### config.mk
export PLATFORM = sky130hd
export DESIGN_NAME = cheese_ctl_flat
export DESIGN_NICKNAME = d
export VERILOG_FILES = /design/src/rtl/cheese_ctl_pkg.sv /design/src/rtl/cheese_ctl_if.sv /design/src/rtl/cheese_ctl_lfsr16.sv /design/src/rtl/cheese_ctl.sv /design/src/flat_wrapper.sv
export SDC_FILE = /design/constraint.sdc
export NUM_CORES = 1
export LEC_CHECK = 0
export BUFFER_PORTS_ARGS = -buffer_cell sky130_fd_sc_hd__buf_2
export CAP_MARGIN = 25
export CORE_MARGIN = 5
export CORE_UTILIZATION = 54
export DETAILED_ROUTE_END_ITERATION = 7
export PLACE_DENSITY = 0.78
export SLEW_MARGIN = 30
export SYNTH_ARGS = -nofsm -noshare
export SYNTH_HDL_FRONTEND = slang
export SYNTH_HIERARCHICAL = 1
export SYNTH_SLANG_ARGS = --single-unit
### constraint.sdc
create_clock -name clk -period 2.95 [get_ports clk]
set_input_delay 0.1475 -clock clk [delete_from_list [all_inputs] [get_ports clk]]
set_output_delay 0.1475 -clock clk [all_outputs]
set_load 0.02 [all_outputs]
### src/rtl/cheese_ctl_pkg.sv
// cheese_ctl_pkg
// Shared constants, the controller state type and the helper functions used
// by the cheese controller and its sub-modules.
// - Playfield limits for cheese placement (CHEESE_X_MIN / CHEESE_Y_MIN).
// - Sprite sizes for the player and the cheese.
// - Galois feedback mask for the 16-bit position LFSR.
// - boxes_overlap(): strict axis-aligned box test (touching edges do not hit).
// - candidate_x/y(): map an LFSR value to an on-screen spawn position.
package cheese_ctl_pkg;

    localparam logic [10:0] CHEESE_X_MIN  = 11'd64;
    localparam logic [10:0] CHEESE_Y_MIN  = 11'd64;
    localparam logic [10:0] CHEESE_WIDTH  = 11'd32;
    localparam logic [10:0] CHEESE_HEIGHT = 11'd32;
    localparam logic [10:0] PLAYER_W      = 11'd32;
    localparam logic [10:0] PLAYER_H      = 11'd32;

    localparam logic [15:0] LFSR_MASK = 16'hB400;

    typedef enum logic [1:0] {
        ST_IDLE,
        ST_SPAWN,
        ST_ACTIVE,
        ST_WAIT
    } cheese_state_t;

    // All sums wrap at 11 bits, matching the pixel coordinate datapath.
    function automatic logic boxes_overlap(
        input logic [10:0] px,
        input logic [10:0] py,
        input logic [10:0] cx,
        input logic [10:0] cy
    );
        logic [10:0] p_right, p_bottom, c_right, c_bottom;
        p_right  = px + PLAYER_W;
        p_bottom = py + PLAYER_H;
        c_right  = cx + CHEESE_WIDTH;
        c_bottom = cy + CHEESE_HEIGHT;
        return (px < c_right) && (cx < p_right) &&
               (py < c_bottom) && (cy < p_bottom);
    endfunction

    // x covers 64..575 using the low nine LFSR bits.
    function automatic logic [10:0] candidate_x(input logic [15:0] l);
        return CHEESE_X_MIN + {2'b00, l[8:0]};
    endfunction

    // y covers 64..318 in even steps using the upper seven LFSR bits.
    function automatic logic [10:0] candidate_y(input logic [15:0] l);
        return CHEESE_Y_MIN + {3'b000, l[15:9], 1'b0};
    endfunction

endpackage

### src/rtl/cheese_ctl_if.sv
// cheese_ctl_if
// Bundles the cheese controller's game-side signals.
// master: drives vblnk, start, player_x, player_y; observes the cheese outputs.
// slave : the controller; drives cheese_x, cheese_y, visible, collected,
//         expired and score.
interface cheese_ctl_if #(
    parameter int SCORE_W = 8
);
    logic               vblnk;
    logic               start;
    logic [10:0]        player_x;
    logic [10:0]        player_y;
    logic [10:0]        cheese_x;
    logic [10:0]        cheese_y;
    logic               visible;
    logic               collected;
    logic               expired;
    logic [SCORE_W-1:0] score;

    modport master (
        output vblnk, start, player_x, player_y,
        input  cheese_x, cheese_y, visible, collected, expired, score
    );

    modport slave (
        input  vblnk, start, player_x, player_y,
        output cheese_x, cheese_y, visible, collected, expired, score
    );
endinterface

### src/rtl/cheese_ctl_lfsr16.sv
// lfsr16
// 16-bit Galois LFSR that advances every clock and supplies spawn positions.
// Ports:
//   clk   in  1   clock
//   rst   in  1   synchronous active-high reset, loads seed
//   seed  in  16  reset / recovery value (must be nonzero)
//   value out 16  current LFSR state
module lfsr16
    import cheese_ctl_pkg::*;
(
    input  logic        clk,
    input  logic        rst,
    input  logic [15:0] seed,
    output logic [15:0] value
);

    // A zero state would lock the register, so it is replaced by the seed.
    always_ff @(posedge clk) begin
        if (rst) begin
            value <= seed;
        end else if (value == 16'd0) begin
            value <= seed;
        end else begin
            value <= (value >> 1) ^ (value[0] ? LFSR_MASK : 16'h0000);
        end
    end

endmodule

### src/rtl/cheese_ctl.sv
// cheese_ctl
// Owns the cheese sprite: spawns it at pseudo-random positions during
// vertical blanking, detects collection by the player box once per frame,
// keeps a saturating score and schedules the respawn after a frame delay.
// Ports:
//   clk  in  1  pixel clock
//   rst  in  1  synchronous active-high reset
//   bus  slave modport of cheese_ctl_if (vblnk, start, player_x/y in;
//        cheese_x/y, visible, collected, expired, score out)
// Optional feature macro: CHEESE_TIMEOUT_EN -- an uncollected cheese is
// relocated after TIMEOUT_FRAMES frames with a one-cycle expired pulse.
// Without it expired is held at 0.
module cheese_ctl
    import cheese_ctl_pkg::*;
#(
    parameter int          RESPAWN_FRAMES = 60,
    parameter int          TIMEOUT_FRAMES = 600,
    parameter int          SCORE_W        = 8,
    parameter logic [15:0] LFSR_SEED      = 16'hACE1
) (
    input  logic        clk,
    input  logic        rst,
    cheese_ctl_if.slave bus
);

    localparam int CNT_MAX = (RESPAWN_FRAMES > TIMEOUT_FRAMES) ? RESPAWN_FRAMES : TIMEOUT_FRAMES;
    localparam int CNT_W   = (CNT_MAX > 1) ? $clog2(CNT_MAX) : 1;
    localparam logic [CNT_W-1:0] RESPAWN_LAST = CNT_W'(RESPAWN_FRAMES - 1);
`ifdef CHEESE_TIMEOUT_EN
    localparam logic [CNT_W-1:0] TIMEOUT_LAST = CNT_W'(TIMEOUT_FRAMES - 1);
`endif

    cheese_state_t      state;
    logic [15:0]        lfsr;
    logic [10:0]        cheese_x_q;
    logic [10:0]        cheese_y_q;
    logic               visible_q;
    logic               collected_q;
    logic [SCORE_W-1:0] score_q;
    logic [CNT_W-1:0]   cnt;
    logic               vblnk_q;
    logic               tick_q;
    logic [10:0]        cand_x;
    logic [10:0]        cand_y;
    logic               spawn_hit;
    logic               catch_hit;

    lfsr16 u_lfsr (
        .clk   (clk),
        .rst   (rst),
        .seed  (LFSR_SEED),
        .value (lfsr)
    );

    assign cand_x    = candidate_x(lfsr);
    assign cand_y    = candidate_y(lfsr);
    assign spawn_hit = boxes_overlap(bus.player_x, bus.player_y, cand_x, cand_y);
    assign catch_hit = boxes_overlap(bus.player_x, bus.player_y, cheese_x_q, cheese_y_q);

`ifdef CHEESE_TIMEOUT_EN
    logic expired_q;
    assign bus.expired = expired_q;
`else
    assign bus.expired = 1'b0;
`endif

    // Frame tick is registered so it lands one cycle after vblnk rises; the
    // FSM then reacts on the following edge. start overrides every state
    // transition, including a collection on the same tick. Spawning only
    // commits while vblnk is high so the sprite never moves mid-frame.
    always_ff @(posedge clk) begin
        if (rst) begin
            state       <= ST_IDLE;
            cheese_x_q  <= CHEESE_X_MIN;
            cheese_y_q  <= CHEESE_Y_MIN;
            visible_q   <= 1'b0;
            collected_q <= 1'b0;
            score_q     <= '0;
            cnt         <= '0;
            vblnk_q     <= 1'b0;
            tick_q      <= 1'b0;
`ifdef CHEESE_TIMEOUT_EN
            expired_q   <= 1'b0;
`endif
        end else begin
            vblnk_q     <= bus.vblnk;
            tick_q      <= bus.vblnk & ~vblnk_q;
            collected_q <= 1'b0;
`ifdef CHEESE_TIMEOUT_EN
            expired_q   <= 1'b0;
`endif
            if (bus.start) begin
                score_q   <= '0;
                cnt       <= '0;
                visible_q <= 1'b0;
                state     <= ST_SPAWN;
            end else begin
                case (state)
                    ST_IDLE: begin
                    end
                    ST_SPAWN: begin
                        if (bus.vblnk && !spawn_hit) begin
                            cheese_x_q <= cand_x;
                            cheese_y_q <= cand_y;
                            visible_q  <= 1'b1;
                            cnt        <= '0;
                            state      <= ST_ACTIVE;
                        end
                    end
                    ST_ACTIVE: begin
                        if (tick_q) begin
                            if (catch_hit) begin
                                collected_q <= 1'b1;
                                if (score_q != {SCORE_W{1'b1}}) begin
                                    score_q <= score_q + SCORE_W'(1);
                                end
                                visible_q <= 1'b0;
                                cnt       <= '0;
                                state     <= ST_WAIT;
                            end
`ifdef CHEESE_TIMEOUT_EN
                            else if (cnt == TIMEOUT_LAST) begin
                                expired_q <= 1'b1;
                                state     <= ST_SPAWN;
                            end else begin
                                cnt <= cnt + CNT_W'(1);
                            end
`endif
                        end
                    end
                    ST_WAIT: begin
                        if (tick_q) begin
                            if (cnt == RESPAWN_LAST) begin
                                state <= ST_SPAWN;
                            end else begin
                                cnt <= cnt + CNT_W'(1);
                            end
                        end
                    end
                    default: state <= ST_IDLE;
                endcase
            end
        end
    end

    assign bus.cheese_x  = cheese_x_q;
    assign bus.cheese_y  = cheese_y_q;
    assign bus.visible   = visible_q;
    assign bus.collected = collected_q;
    assign bus.score     = score_q;

endmodule

### src/flat_wrapper.sv
// flat-port wrapper written by rule: the top's interface ports become plain ports
module cheese_ctl_flat import cheese_ctl_pkg::*;
#(
    parameter int          RESPAWN_FRAMES = 60,
    parameter int          TIMEOUT_FRAMES = 600,
    parameter int          SCORE_W        = 8,
    parameter logic [15:0] LFSR_SEED      = 16'hACE1
)
  (clk, rst, bus_vblnk, bus_start, bus_player_x, bus_player_y, bus_cheese_x, bus_cheese_y, bus_visible, bus_collected, bus_expired, bus_score);
  cheese_ctl_if #(.SCORE_W(SCORE_W)) bus_i ();
  input  logic clk;
  input  logic rst;
  input wire logic [$bits(bus_i.vblnk)-1:0] bus_vblnk;
  input wire logic [$bits(bus_i.start)-1:0] bus_start;
  input wire logic [$bits(bus_i.player_x)-1:0] bus_player_x;
  input wire logic [$bits(bus_i.player_y)-1:0] bus_player_y;
  output wire logic [$bits(bus_i.cheese_x)-1:0] bus_cheese_x;
  output wire logic [$bits(bus_i.cheese_y)-1:0] bus_cheese_y;
  output wire logic [$bits(bus_i.visible)-1:0] bus_visible;
  output wire logic [$bits(bus_i.collected)-1:0] bus_collected;
  output wire logic [$bits(bus_i.expired)-1:0] bus_expired;
  output wire logic [$bits(bus_i.score)-1:0] bus_score;
  assign bus_i.vblnk = bus_vblnk;
  assign bus_i.start = bus_start;
  assign bus_i.player_x = bus_player_x;
  assign bus_i.player_y = bus_player_y;
  assign bus_cheese_x = bus_i.cheese_x;
  assign bus_cheese_y = bus_i.cheese_y;
  assign bus_visible = bus_i.visible;
  assign bus_collected = bus_i.collected;
  assign bus_expired = bus_i.expired;
  assign bus_score = bus_i.score;
  cheese_ctl #(.RESPAWN_FRAMES(RESPAWN_FRAMES), .TIMEOUT_FRAMES(TIMEOUT_FRAMES), .SCORE_W(SCORE_W), .LFSR_SEED(LFSR_SEED)) u_core (.clk(clk), .rst(rst), .bus(bus_i));
endmodule
=== Yosys cells after proc, flatten, opt, wreduce, memory -nomap -nowiden ===
Cells that the tools add are included.

* Bits in latches: 0
* RAM bits: 0
* Memories kept: 0
* Memory bits (read-only): 0
* Register bits after elaboration: 62
* Logic and storage cells: 91
* Bits of input ports: 26
* Output and inout bits: 33

* Eq/ne operators: 16
* Reduce and logical (&&, ||, !) cells: 21
* Bitwise logic cells: 6
* Muxes and demuxes: 19
* Shifts and indexed selects: 0
* Div/mod/pow operators: 0
* $lt $le $gt $ge: 8
* $mul: 0
* Add/subtract/negate cells: 10

{| class="wikitable"
|+ Operator list
! kind !! count
|-
| less-than comparator 11 bit || 8
|-
| adder 11 x 6 -> 11 bit (second input constant) || 6
|-
| 2-to-1 mux 10 bit || 5
|-
| one-hot mux 10 bit (3 select lines) || 1
|-
| AND reduction 6 bit || 3
|-
| logical NOT 16 bit || 1
|-
| 2-to-1 mux 16 bit || 1
|-
| bitwise XOR 15 x 16 -> 16 bit || 1
|-
| inequality test 3 x 2 -> 1 bit (second input constant) || 5
|-
| adder 10 x 1 -> 10 bit (second input constant) || 1
|-
| adder 7 x 9 -> 10 bit (first input constant) || 1
|-
| == test 10 x 6 -> 1 bit (second input constant) || 1
|-
| 2-to-1 mux 2 bit || 5
|-
| inequality test 2 x 1 -> 1 bit (second input constant) || 5
|-
| adder 7 x 8 -> 9 bit (first input constant) || 1
|-
| adder 8 x 1 -> 8 bit (second input constant) || 1
|-
| inequality test 8 bit (second input constant) || 1
|-
| AND reduction 4 bit || 2
|-
| logical AND 1 bit || 7
|-
| one-hot mux 2 bit (3 select lines) || 1
|-
| 2-to-1 mux 1 bit || 5
|-
| == test 2 bit (second input constant) || 2
|-
| NOT 1 bit || 4
|-
| nonzero test 4 bit || 1
|-
| 10 further kinds || 11
|}

=== Logic depth before layout (Yosys ltp) ===
* Depth in word-level cells: 11
* Mapped depth: 14
* Mapped depth without buffers: 13

=== By module ===
Netlist, hierarchy kept.

{| class="wikitable"
|+ By module, submodules not included
! module !! seq. area each (um^2) !! instances !! area an instance (um^2) !! cells an instance
|-
| cheese_ctl || 840.8 || 1 || 4,075.2 || 485
|-
| lfsr16 || 320.3 || 1 || 623.1 || 41
|}

=== Worst setup path before layout ===
OpenSTA, ideal clock, no wires.

* Path kind: reg-to-reg
* Start: register u_core.cheese_y_q[7], in the netlist u_core/bus.cheese_y[7]
* End: register u_core.cnt[4]
* Data arrival time: 2.982 ns
* Setup slack: -0.107 ns
* Path buffers: 0
* Required time: 2.875 ns
* Cell stages (with the launch flop): 12
* Cell sequence: dfxtp_1 nand3_1 xor2_1 ha_1 a2111o_1 o2111ai_1 a31oi_1 a2111oi_4 and4_4 o211ai_4 or4_1 o22ai_1

* Word-level cells in the longest chain between the ends: 6
* Elaborated cells between the ends (all ways): 7
* Those cells by class: 1 x add/sub; 2 x order compare; 1 x eq/ne; 3 x reduce/logical

{| class="wikitable"
|+ RTL lines
! what !! line !! source
|-
| start: declaration || cheese_ctl.sv:36 || <nowiki>logic [10:0] cheese_y_q;</nowiki>
|-
| start signal: assignment || cheese_ctl.sv:104 || <nowiki>cheese_y_q <= cand_y;</nowiki>
|-
| adder 11 x 6 -> 11 bit || cheese_ctl_pkg.sv:38 || <nowiki>c_bottom = cy + CHEESE_HEIGHT;</nowiki>
|-
| less-than comparator 11 bit || cheese_ctl_pkg.sv:40 || <nowiki>(py < c_bottom) && (cy < p_bottom);</nowiki>
|-
| logical AND 1 bit || cheese_ctl_pkg.sv:39 || <nowiki>return (px < c_right) && (cx < p_right) &&</nowiki>
|-
| logical AND 1 bit (*) || cheese_ctl_pkg.sv:40 ||
|-
| inequality test 2 x 1 -> 1 bit (no source line) (*) || -- ||
|-
| AND reduction 6 bit (no source line) (*) || -- ||
|-
| end signal: assignment || cheese_ctl.sv:136 || <nowiki>cnt <= cnt + CNT_W'(1);</nowiki>
|-
| end: declaration || cheese_ctl.sv:40 || <nowiki>logic [CNT_W-1:0] cnt;</nowiki>
|}

Every way passes the cells marked *; elsewhere a longest branch is shown, timed or not.
A chain may end at the register's enable or synchronous reset.

=== Worst setup path after layout ===
* Start: register u_core.u_lfsr.value[14]
* End: register u_core.state[0]

* Word-level cells in the longest chain between the ends: 9
* Elaborated cells between the ends (all ways): 10
* Those cells by class: 2 x add/sub; 2 x order compare; 1 x eq/ne; 5 x reduce/logical

{| class="wikitable"
|+ RTL lines
! what !! line !! source
|-
| start: declaration || cheese_ctl_lfsr16.sv:14 || <nowiki>output logic [15:0] value</nowiki>
|-
| start signal: assignment || cheese_ctl_lfsr16.sv:24 || <nowiki>value <= (value >> 1) ^ (value[0] ? LFSR_MASK : 16'h0000);</nowiki>
|-
| adder 7 x 8 -> 9 bit (*) || cheese_ctl_pkg.sv:50 || <nowiki>return CHEESE_Y_MIN + {3'b000, l[15:9], 1'b0};</nowiki>
|-
| via u_core.cand_y[6] || cheese_ctl.sv:44 || <nowiki>logic [10:0] cand_y;</nowiki>
|-
| adder 11 x 6 -> 11 bit || cheese_ctl_pkg.sv:38 ||
|-
| less-than comparator 11 bit || cheese_ctl_pkg.sv:40 ||
|-
| logical AND 1 bit || cheese_ctl_pkg.sv:39 ||
|-
| logical AND 1 bit (*) || cheese_ctl_pkg.sv:40 ||
|-
| logical NOT 1 bit (*) || cheese_ctl.sv:102 || <nowiki>if (bus.vblnk && !spawn_hit) begin</nowiki>
|-
| logical AND 1 bit (*) || cheese_ctl.sv:102 ||
|-
| inequality test 3 x 2 -> 1 bit (no source line) (*) || -- ||
|-
| AND reduction 6 bit (no source line) (*) || -- ||
|-
| end signal: assignment || cheese_ctl.sv:96 || <nowiki>state <= ST_SPAWN;</nowiki>
|-
| end signal: assignment || cheese_ctl.sv:107 || <nowiki>state <= ST_ACTIVE;</nowiki>
|-
| end signal: assignment || cheese_ctl.sv:119 || <nowiki>state <= ST_WAIT;</nowiki>
|-
| end: declaration || cheese_ctl.sv:33 || <nowiki>cheese_state_t state;</nowiki>
|}

Mark *: on every way through the listed nets, which the timed path passes. The rest lies on a longest branch.

==> results.sh <==
export IMPL_fp_dieH_um=103.3
export IMPL_vias=4512
export IMPL_grt_ovfl_total=0
export IMPL_stdcell_area_um2=6101
export IMPL_gp_routability_congestion=0.9035
export IMPL_p_sw_mw=0.8237
export IMPL_worst_setup_path_type="flop to flop"
export IMPL_h_tree_depth=3
export IMPL_syn_to_final_growth_pct=29.85
export IMPL_yosys_area_share_simple_pct=16.83
export IMPL_ys_seq_elements=58
export IMPL_syn_inst=526
export IMPL_arrival_ns=3.32
export IMPL_clkSlewWorstSetupHoldPaths_ns=0.07
export IMPL_synth_edf_count=0
export IMPL_drt_wirelength_per_cell_um=17.52
export IMPL_min_from="bus_vblnk"
export IMPL_synth_adder_area_share_pct=22.64
export IMPL_grt_pass1_vias=4511
export IMPL_p_per_area_nw_per_um2=422.1
export IMPL_combPwrFrac_pct=32.2
export IMPL_synth_top_flop_cell="dfxtp_1"
export IMPL_drv_cap=0
export IMPL_ant_nets=0
export IMPL_finClkSkew_ns=0.007413
export IMPL_power_internal_mw=1.751
export IMPL_avgSynthCellArea_um2=8.932
export IMPL_synthDistinctLibCells=63
export IMPL_dieWidth_um=103.3
export IMPL_worst_slew_pin_slew_ns=0.7552
export IMPL_post_route_drc_count=0
export IMPL_cp_start_kind="flop"
export IMPL_cts_buffer_depth=2
export IMPL_hp_class="primary input to flop"
export IMPL_clkPwrFrac_pct=33.9
export IMPL_synth_xor_area_share_pct=3.915
export IMPL_slew_headroom_pct=49.49
export IMPL_min_period_over_period_pct=105.0
export IMPL_total_power_mw=2.575
export IMPL_ys_warn_count=6
export IMPL_synth_top_family_by_area="adder cells"
export IMPL_synth_area_leaders="dfxtp_1 (25%), ha_1 (23%), inv_1 (3.7%)"
export IMPL_multiInputGateArea_um2=3667
export IMPL_syn_area_um2=4698
export IMPL_register_area_um2=1181
export IMPL_timing_final_ws_setup_ns=-0.1470
export IMPL_drive_gt1_share_pct=31.50
export IMPL_crit_reg2reg_launch="u_core/u_lfsr/value[14]$_DFF_P_"
export IMPL_wirelength_um=13350
export IMPL_violations="negative setup slack"
export IMPL_dr_pass1_iters=5
export IMPL_vias_per_cell=5.921
export IMPL_synth_compound_area_share_pct=17.95
export IMPL_grt_max_degree=24
export IMPL_cts_num_sinks=58
export IMPL_outcome="complete, but fails checks"
export IMPL_placed_area_um2=5426
export IMPL_fp_dieArea_um2=10670
export IMPL_worstHoldEndpoint="u_core/vblnk_q$_SDFF_PP0_"
export IMPL_final_common_cell="ha_1"
export IMPL_initial_utilization_pct=54.67
export IMPL_r2r_end="u_core/state[0]$_SDFFE_PP0P_"
export IMPL_globalRouteTotalUtil_pct=24.67
export IMPL_final_nets=760
export IMPL_final_hold_violation_count=0
export IMPL_dp_cells=733
export IMPL_max_freq_mhz=322.9
export IMPL_synth_mux_area_share_pct=8.043
export IMPL_crit_fanout=6
export IMPL_regToRegSetupSlack_ns=-0.15
export IMPL_nFillCells=620
export IMPL_synth_seq_area_share_pct=24.71
export IMPL_grt_pass1_wl_um=20810
export IMPL_power_static_leakage_nw=2.803
export IMPL_worstSetupEndpointType="flop"
export IMPL_seqPwrFrac_pct=33.9
export IMPL_antenna_found_initial=0
export IMPL_hold_depth=2
export IMPL_dp_hpwl_um=9116
export IMPL_insertion_delay_ns=0.35
export IMPL_cts_tree="built"
export IMPL_synth_largest_area_cell="dfxtp_1"
export IMPL_port_buffers=53
export IMPL_rsz0062_at_grt="yes"
export IMPL_required_ns=3.17
export IMPL_netlist_area_leader_share_pct=24.71
export IMPL_final_cell_mix="ha_1 (74), buf_2 (53), buf_4 (52)"
export IMPL_r2r_cells=13
export IMPL_diodes=0
export IMPL_synthArstFlopShare_pct=0
export IMPL_sw_frac_of_total_pct=31.99
export IMPL_rows=34
export IMPL_ioPinCount=59
export IMPL_drt_iter0_drc=254
export IMPL_clock_root_buffer="clkbuf_8"
export IMPL_core_area_um2=8593
export IMPL_setup_violations=24
export IMPL_final_cell_count_no_fill=762
export IMPL_drv_slew=0
export IMPL_vdd_drop_max_mv=0.3309
export IMPL_post_route_min_period_ns=3.097
export IMPL_cts_inserted_buffers=9
-- area by class of cell --
type                       instances  area share [%]
multi-input combinational        424           60.11
sequential                        58           19.36
timing repair buffer             109           11.48
inverter                          47           2.933
clock buffer                      12           2.707
tap                              108           2.215
clock inverter                     4           1.189
-- kinds of logic (layout without fill, tap and decap cells) --
logic type | Yosys count | count (layout)
xor+xnor | 21 | 21
mux | 32 | 32
buf+inv | 64 | 172
other cells | 2 | 21
fa+ha+maj | 85 | 85
compound gates | 117 | 118
flops | 58 | 58
simple gates | 147 | 147
-- power groups by stage --
stage                     combinational, mW  sequential [mW]  clock, mW
after global placement                0.633            0.876          0
after floorplan                       0.419            0.894          0
final                                 0.828            0.873      0.874
after global routing                  0.895            0.878      0.934
after CTS                             0.730            0.869      0.897
after detailed placement              0.666            0.878          0
-- synthesized netlist by cell type (2+ instances only) --
cell	n
dfxtp_1	58
a31oi_1	8
a41o_1	4
inv_1	46
a21o_1	6
and2_1	2
a31o_2	4
nor2_1	29
o21ai_0	23
o22ai_1	2
nand2b_1	6
nand3_1	26
a211oi_1	9
buf_4	5
ha_1	85
o211ai_1	5
nand4b_1	2
conb_1	2
nor3_1	4
a21oi_1	23
or3_1	4
nand4_1	7
and4_1	2
o2111ai_1	3
nand2_1	24
or4_1	5
mux2_2	6
a211o_1	5
mux2i_1	16
buf_2	3
a21boi_0	4
nor4_1	7
o21a_1	6
and3_1	14
clkbuf_1	8
mux2_4	10
xnor2_1	5
xor2_1	16
nor2b_1	8
-- per-stage QoR --
stage               setup WS [ns]    TNS [ns]  hold WS (ns)  util, %
floorplan                 0.01362           0        0.2266        -
global placement          -0.3730      -7.393        0.3740    63.02
detailed placement        -0.4421      -9.338        0.3823    63.15
CTS                    -0.0007438  -0.0007438       0.07525    68.40
global route              -0.2435      -5.649       0.09625    71.00
finish                    -0.1470      -1.489       0.08663    71.00
-- routing by layer --
metal / global-route usage [%] / vias to the layer above / part of all wire, %
li1: - / 2144 / -
met1: 26.59 / 2174 / 40
met2: 44.55 / 138 / 52
met3: 4.896 / 56 / 3.8
met4: 14.34 / 0 / 3.8
met5: 0 / - / 0
-- critical path, cell delays in order (launching register included) --
cell and delay [ns]:
dfxtp_4 0.36, inv_4 0.08, ha_4 0.14, nand2_2 0.06, xor2_1 0.16, ha_1 0.31, a211o_1 0.28, a21oi_2 0.10
o211ai_1 0.12, a41o_1 0.29, o41a_1 0.57, a21boi_4 0.21, a31oi_1 0.20, a21oi_1 0.09
-- flip-flops by register name, summed over array words and instances, names as in the netlist --
name                  cells
u_core/bus.cheese_x      10
u_core/cnt               10
u_core/bus.collected      1
u_core/vblnk_q            1
u_core/state              2
u_core/bus.cheese_y       8
u_core/bus.score          8
u_core/u_lfsr/value      16
u_core/bus.visible        1
u_core/tick_q             1
-- how the worst max path moves through the flow --
stage	start	endpoint	cells after the start
floorplan	u_core/bus.cheese_y[7]$_SDFFE_PP0P_	u_core/cnt[4]$_SDFFE_PP0P_	11
global placement	u_core/u_lfsr/value[14]$_DFF_P_	u_core/bus.cheese_y[5]$_SDFFE_PP0P_	13
detailed placement	u_core/u_lfsr/value[14]$_DFF_P_	u_core/bus.cheese_y[4]$_SDFFE_PP0P_	13
CTS	u_core/u_lfsr/value[7]$_DFF_P_	u_core/cnt[4]$_SDFFE_PP0P_	12
global route	u_core/bus.cheese_y[6]$_SDFFE_PP1P_	u_core/cnt[9]$_SDFFE_PP0P_	11
finish	u_core/u_lfsr/value[14]$_DFF_P_	u_core/state[0]$_SDFFE_PP0P_	13
-- timing repair --
action                                  CTS  global route
pin swaps                                18            20
cloned                                    1             0
hold buffers                              0             0
buffers inserted                          5             7
hold endpoints to repair                  0             0
gates resized for setup                  38            35
endpoints found under the setup margin   30            39
No activity file was read; power rests on OpenSTA's default activity.
